===== src/rtl/mult_share_pkg.sv =====
// Shared types and helpers for the multiplier-sharing arbiter.
// No logic of its own; the round-robin pick below is purely combinational.
// Backpressure: n/a.
package mult_share_pkg;

    typedef enum logic [1:0] {
        IDLE = 2'd0,
        RUN  = 2'd1,
        DONE = 2'd2
    } state_t;

    localparam int DEF_W     = 8;
    localparam int DEF_N_REQ = 4;
    localparam int MAX_REQ   = 8;
    localparam int MAX_ID_W  = 3;

    // One-hot pick of the first set valid bit at or above ptr, wrapping at n.
    function automatic logic [MAX_REQ-1:0] rr_grant(
        input logic [MAX_REQ-1:0] vld,
        input int unsigned        ptr,
        input int unsigned        n
    );
        logic [MAX_REQ-1:0] g;
        logic               found;
        int unsigned        idx;
        g     = '0;
        found = 1'b0;
        for (int unsigned i = 0; i < MAX_REQ; i++) begin
            idx = (ptr + i) % n;
            if (i < n && !found && vld[idx[MAX_ID_W-1:0]]) begin
                g[idx[MAX_ID_W-1:0]] = 1'b1;
                found                = 1'b1;
            end
        end
        return g;
    endfunction

endpackage


===== src/rtl/mult_shift_add_seq.sv =====
// Iterative shift-and-add multiplier datapath, one multiplier bit per step.
// Latency: W steps, or fewer when MULT_EARLY_EXIT_EN stops once remaining multiplier bits are zero.
// Backpressure: none; the owner decides when to start and when to step.
module mult_shift_add_seq
    import mult_share_pkg::*;
#(
    parameter int W = DEF_W
) (
    input  logic           clk,
    input  logic           rst_n,
    input  logic           start,
    input  logic           step,
    input  logic [W-1:0]   a,
    input  logic [W-1:0]   b,
    output logic           done,
    output logic [2*W-1:0] prod
);

    localparam int CNT_W = $clog2(W + 1);

    logic [2*W-1:0]   a_sh;
    logic [2*W-1:0]   acc;
    logic [2*W-1:0]   acc_nxt;
    logic [W-1:0]     b_sh;
    logic [CNT_W-1:0] cnt;
    logic             last;

    assign acc_nxt = b_sh[0] ? acc + a_sh : acc;
    // The final step's sum is handed out directly so the owner can register it on exit.
    assign prod    = acc_nxt;

`ifdef MULT_EARLY_EXIT_EN
    assign last = (cnt == CNT_W'(W - 1)) || ((b_sh >> 1) == '0);
`else
    assign last = (cnt == CNT_W'(W - 1));
`endif

    assign done = step & last;

    always_ff @(posedge clk or negedge rst_n) begin
        if (!rst_n) begin
            a_sh <= '0;
            b_sh <= '0;
            acc  <= '0;
            cnt  <= '0;
        end else if (start) begin
            a_sh <= {{W{1'b0}}, a};
            b_sh <= b;
            acc  <= '0;
            cnt  <= '0;
        end else if (step) begin
            acc  <= acc_nxt;
            a_sh <= a_sh << 1;
            b_sh <= b_sh >> 1;
            cnt  <= cnt + 1'b1;
        end
    end

endmodule


===== src/rtl/mult_share_arb.sv =====
// Round-robin arbiter sharing one shift-and-add multiplier among N_REQ requesters (MULT_EARLY_EXIT_EN shortens RUN).
// Latency: accept in cycle N, result valid from N+W+1; next accept no earlier than N+W+2.
// Backpressure: req_ready only in IDLE; result held in DONE until res_ready.
module mult_share_arb
    import mult_share_pkg::*;
#(
    parameter int N_REQ = DEF_N_REQ,
    parameter int W     = DEF_W,
    parameter int ID_W  = $clog2(N_REQ)
) (
    input  logic               clk,
    input  logic               rst_n,
    input  logic [N_REQ-1:0]   req_valid,
    input  logic [N_REQ*W-1:0] req_a,
    input  logic [N_REQ*W-1:0] req_b,
    output logic [N_REQ-1:0]   req_ready,
    output logic               res_valid,
    output logic [2*W-1:0]     res_p,
    output logic [ID_W-1:0]    res_id,
    input  logic               res_ready,
    output logic               busy
);

    state_t             state;
    logic [ID_W-1:0]    rr_ptr;
    logic [ID_W-1:0]    cur_id;
    logic [ID_W-1:0]    gidx;
    logic [MAX_REQ-1:0] grant_full;
    logic [N_REQ-1:0]   grant;
    logic [W-1:0]       sel_a;
    logic [W-1:0]       sel_b;
    logic               accept;
    logic               seq_done;
    logic [2*W-1:0]     seq_prod;

    always_comb begin
        grant_full = rr_grant(MAX_REQ'(req_valid), 32'(rr_ptr), N_REQ);
        grant      = grant_full[N_REQ-1:0];
    end

    always_comb begin
        gidx = '0;
        for (int i = 0; i < N_REQ; i++) begin
            if (grant[i]) gidx = ID_W'(i);
        end
    end

    assign sel_a     = req_a[gidx*W +: W];
    assign sel_b     = req_b[gidx*W +: W];
    assign req_ready = (state == IDLE) ? grant : '0;
    assign accept    = |(req_valid & req_ready);
    assign res_valid = (state == DONE);
    assign busy      = (state != IDLE);

    mult_shift_add_seq #(
        .W (W)
    ) u_seq (
        .clk   (clk),
        .rst_n (rst_n),
        .start (accept),
        .step  (state == RUN),
        .a     (sel_a),
        .b     (sel_b),
        .done  (seq_done),
        .prod  (seq_prod)
    );

    always_ff @(posedge clk or negedge rst_n) begin
        if (!rst_n) begin
            state  <= IDLE;
            rr_ptr <= '0;
            cur_id <= '0;
            res_p  <= '0;
            res_id <= '0;
        end else begin
            case (state)
                IDLE: begin
                    // A withdrawn request leaves the pointer untouched.
                    if (accept) begin
                        cur_id <= gidx;
                        rr_ptr <= (gidx == ID_W'(N_REQ - 1)) ? '0 : gidx + 1'b1;
                        state  <= RUN;
                    end
                end
                RUN: begin
                    if (seq_done) begin
                        res_p  <= seq_prod;
                        res_id <= cur_id;
                        state  <= DONE;
                    end
                end
                DONE: begin
                    if (res_ready) state <= IDLE;
                end
                default: state <= IDLE;
            endcase
        end
    end

endmodule


===== config.mk =====
export PLATFORM = sky130hd
export DESIGN_NAME = mult_share_arb
export DESIGN_NICKNAME = d
export VERILOG_FILES = /design/src/rtl/mult_share_pkg.sv /design/src/rtl/mult_shift_add_seq.sv /design/src/rtl/mult_share_arb.sv
export SDC_FILE = /design/constraint.sdc
export NUM_CORES = 1
export LEC_CHECK = 0
export BUFFER_PORTS_ARGS = -buffer_cell sky130_fd_sc_hd__buf_2
export CAP_MARGIN = 20
export CELL_PAD_IN_SITES_DETAIL_PLACEMENT = 0
export CELL_PAD_IN_SITES_GLOBAL_PLACEMENT = 1
export CORE_UTILIZATION = 30
export CTS_CLUSTER_DIAMETER = 40
export DETAILED_ROUTE_END_ITERATION = 8
export GPL_ROUTABILITY_DRIVEN = 0
export HOLD_SLACK_MARGIN = 0.06
export PLACE_DENSITY_LB_ADDON = 0.1
export SETUP_SLACK_MARGIN = 0.05
export SYNTH_ARGS = -nofsm -noshare
export SYNTH_HDL_FRONTEND = slang
export SYNTH_SLANG_ARGS = --single-unit

===== constraint.sdc =====
create_clock -name clk -period 9.25 [get_ports clk]
set_input_delay 2.3125 -clock clk [delete_from_list [all_inputs] [get_ports clk]]
set_output_delay 2.3125 -clock clk [all_outputs]
set_load 0.01 [all_outputs]

==> impl_metrics.json <==
{
  "synth_top_family_by_area": "compound AO/OA/AOI/OAI gates",
  "fmaxAchievable_mhz": 146,
  "worstPathMaxFanout": 34,
  "worst_slew_margin_rel_pct": 32.0,
  "critical_path.startpoint_type": "input pin",
  "cts_hold_repair.buffers": 0,
  "placedCellCount": 737,
  "dp_hpwl_mm": 8.09,
  "worst_flop_to_flop_path_startpoint": "rr_ptr[0]",
  "setup_total_negative_slack_ns": 0,
  "critPathArrivalTime_ns": 4.54,
  "synth_warnings": 0,
  "clock_sinks": 68,
  "setup.worst_path.end_class": "output port",
  "design.die.area_mm2": 0.0152,
  "synth_adder_area_share_pct": 6.67,
  "synthesis.nets": 573,
  "cts_buffers": 9,
  "cap_violations": 0,
  "floorplan.initialDensity_pct": 30.6,
  "report.final.slew_viol_count": 0,
  "final_antenna_net_count": 0,
  "synth_compound_gate_area_share_pct": 22.6,
  "timing.setup.critical_path_class": "in -> out",
  "min_path_type": "reg -> reg",
  "die_height_um": 123,
  "die_width_um": 123,
  "cts.root.buffer_cell": "sky130_fd_sc_hd__clkbuf_16",
  "core_mm2": 0.0145,
  "post_synth_inst_count": 479,
  "fin_nets": 659,
  "synth.top_cells.by_area": "sky130_fd_sc_hd__dfrtp_1 38%, sky130_fd_sc_hd__mux2i_1 9.3%, sky130_fd_sc_hd__ha_1 6.2%",
  "timing.final.hold_violations": 0,
  "route.detailed.drc": 0,
  "power.share.sequential_pct": 26.1,
  "signed_area_change_from_the_synthesized_netlist_to_the_final_layout_pct": 21.0,
  "yosys.area.top_type": "sky130_fd_sc_hd__dfrtp_1",
  "endpoint": "req_ready[2]",
  "grt_overflow_total": 0,
  "leakage_nw": 2.64,
  "p_sw_w": 0.000903,
  "worst-slew-pin-transition_ns": 1.01,
  "num_rows": 44,
  "routed_wirelength_mm": 11.1,
  "post-route-worst-setup-slack_ns": 2.39,
  "first_pass_iters": 6,
  "first_global_vias": 3674,
  "mostFrequentLayoutCell": "sky130_fd_sc_hd__buf_2",
  "switching_share_pct": 44.4,
  "clock_path_buffers": 2,
  "cts_tree": "done",
  "setup_slack_placement_ns": 2.36,
  "fin_worst_skew_ns": 0.00827,
  "fraction_of_final_layout_cells_with_drive_strength_greater_than_1_pct": 23.9,
  "power_report.internal_total_w": 0.00113,
  "status": "complete, no violations",
  "power_density_mw_per_mm2": 380,
  "post-synth-top-area-fraction_pct": 38.4,
  "drt_iter0_markers": 145,
  "syn-mean-instance-area_um2": 9.24,
  "post_synth_instance_area_mm2": 0.00443,
  "finalNonFillerCells": 753,
  "ys_async_sr_fraction_pct": 100,
  "sequential_to_total_area_share_from_yosys_stat_pct": 38.4,
  "cts.repair.resized": 0,
  "min_period_ns": 6.86,
  "worstPathRequired_ns": 6.94,
  "drt-wirelength-per-cell_um": 14.7,
  "crit_start": "req_valid[2]",
  "p_clk_share_pct": 17.4,
  "muxShareOfSynthArea_pct": 11.1,
  "worst_ir_drop_vdd_uv": 112,
  "period_share_pct": 74.1,
  "power.share.combinational_pct": 56.5,
  "synth-seq-cells": 68,
  "postCtsSetupRepairBufs": 0,
  "vias": 3725,
  "initial_antenna_violation_count": 0,
  "antenna-diode-count": 0,
  "hold_ws_ns": 0.469,
  "detail_route.vias_per_cell": 4.95,
  "grt_max_degree": 69,
  "ys.flop_type": "sky130_fd_sc_hd__dfrtp_1",
  "worst_setup_hold_path_clk_slew_ns": 0.05,
  "rsz0062_at_grt": "false",
  "synthXorXnorAreaFrac_pct": 2.77,
  "clock_insertion_delay_worst_skew_ns": 0.33,
  "synth_cell_types": 58,
  "regToRegSetupSlack_ns": 5.41,
  "setup_viol": 0,
  "io-pin-count": 95,
  "ctsHtreeMaxLevel": 3,
  "synth_simple_gate_area_share_pct": 14.1,
  "number_of_enable_type_register_cells_in_the_synthesized_netlist": 0,
  "quantity_of_i_o_buffers_inserted_on_ports": 94,
  "crit-reg2reg-capture": "cur_id[1]",
  "most_frequent_cells_in_the_layout": "94 x sky130_fd_sc_hd__buf_2, 68 x sky130_fd_sc_hd__dfrtp_1, 66 x sky130_fd_sc_hd__nand2_1",
  "global_route_wire_length_before_repair_mm": 18.2,
  "grt_util_all_layers_pct": 15.7,
  "rr_worst_depth": 9
}
[through the flow]
step	total power (W)	util, %	area (um2)
floorplan	0.00143	-	4430
global placement	0.00169	34.8	5030
detailed placement	0.00170	34.8	5030
CTS	0.00207	36.9	5340
global route	0.00223	37.0	5360
finish	0.00204	37.0	5360
[cells in the mapped netlist, types with 3 or more instances]
master	instances
sky130_fd_sc_hd__o21a_1	3
sky130_fd_sc_hd__nand3_1	18
sky130_fd_sc_hd__a22o_1	12
sky130_fd_sc_hd__dfrtp_1	68
sky130_fd_sc_hd__xor2_1	6
sky130_fd_sc_hd__ha_1	22
sky130_fd_sc_hd__o21ai_1	6
sky130_fd_sc_hd__mux4_2	3
sky130_fd_sc_hd__nand2_1	66
sky130_fd_sc_hd__o21ai_2	7
sky130_fd_sc_hd__buf_4	4
sky130_fd_sc_hd__buf_2	5
sky130_fd_sc_hd__a2bb2oi_1	3
sky130_fd_sc_hd__mux2i_1	41
sky130_fd_sc_hd__nand4_1	4
sky130_fd_sc_hd__a22oi_1	17
sky130_fd_sc_hd__a31oi_1	5
sky130_fd_sc_hd__nand3b_1	4
sky130_fd_sc_hd__clkbuf_1	10
sky130_fd_sc_hd__a21oi_1	26
sky130_fd_sc_hd__nor3_1	4
sky130_fd_sc_hd__a21o_1	11
sky130_fd_sc_hd__nor2_1	28
sky130_fd_sc_hd__nor2b_1	6
sky130_fd_sc_hd__o21ai_0	40
sky130_fd_sc_hd__inv_1	13
sky130_fd_sc_hd__xnor2_1	8
sky130_fd_sc_hd__buf_6	3
[worst min path at each step]
stage	from	to	slack [ns]	cells after the start
global placement	cur_id[1]	res_id[1]	0.45	2
detailed placement	cur_id[1]	res_id[1]	0.46	2
global route	res_p[5]	res_p[5]	0.49	2
finish	cur_id[1]	res_id[1]	0.47	2
floorplan	cur_id[1]	res_id[1]	0.43	2
CTS	cur_id[1]	res_id[1]	0.47	2
[critical path: stages]
cell                        delay (ns)
sky130_fd_sc_hd__buf_2            0.14
sky130_fd_sc_hd__mux4_2           0.56
sky130_fd_sc_hd__nand3b_1         0.19
sky130_fd_sc_hd__a2bb2oi_1        0.22
sky130_fd_sc_hd__a21o_1           0.66
sky130_fd_sc_hd__inv_1            0.20
sky130_fd_sc_hd__nor2_1           0.13
sky130_fd_sc_hd__buf_2            0.14
[sequential cells by signal, summed over array words and instances (netlist names)]
name,flops
res_p,16
res_id,2
u_seq.a_sh,16
state,2
u_seq.cnt,4
cur_id,2
u_seq.b_sh,8
u_seq.acc,16
rr_ptr,2
[logic make-up (layout without fill, tap and decap cells)]
family | count (synthesis) | count (layout)
adders and majority gates | 23 | 23
AOI/OAI and AO/OA | 150 | 150
buffers and inverters | 39 | 129
DFF | 68 | 68
and+or+nand+nor | 140 | 140
muxes | 45 | 45
xor gates and xnor gates | 14 | 14
[power groups by stage]
stage / sequential, W / clock (W) / combinational [W]
final: 0.000531 / 0.000355 / 0.00115
after global routing: 0.000550 / 0.000374 / 0.00131
after CTS: 0.000532 / 0.000365 / 0.00117
after detailed placement: 0.000537 / 0 / 0.00117
after global placement: 0.000533 / 0 / 0.00115
after floorplan: 0.000522 / 0 / 0.000907
[area by class of cell]
class                   count  area [um2]
fillers                  1526        9120
multi-input cells         372        2540
flip-flops and latches     68        1700
repair buffers            100         519
clock buffers              12         267
well taps                 184         230
inverters                  14        52.6
clock inverters             3        45.0
[routing by layer]
layer  part of all wire (%)  GRT usage, %
met1                     50          21.2
met2                     44          24.9
met3                    5.0          3.55
met4                    1.2          4.29
met5                      0             0
(Power assumes the default switching activity.)
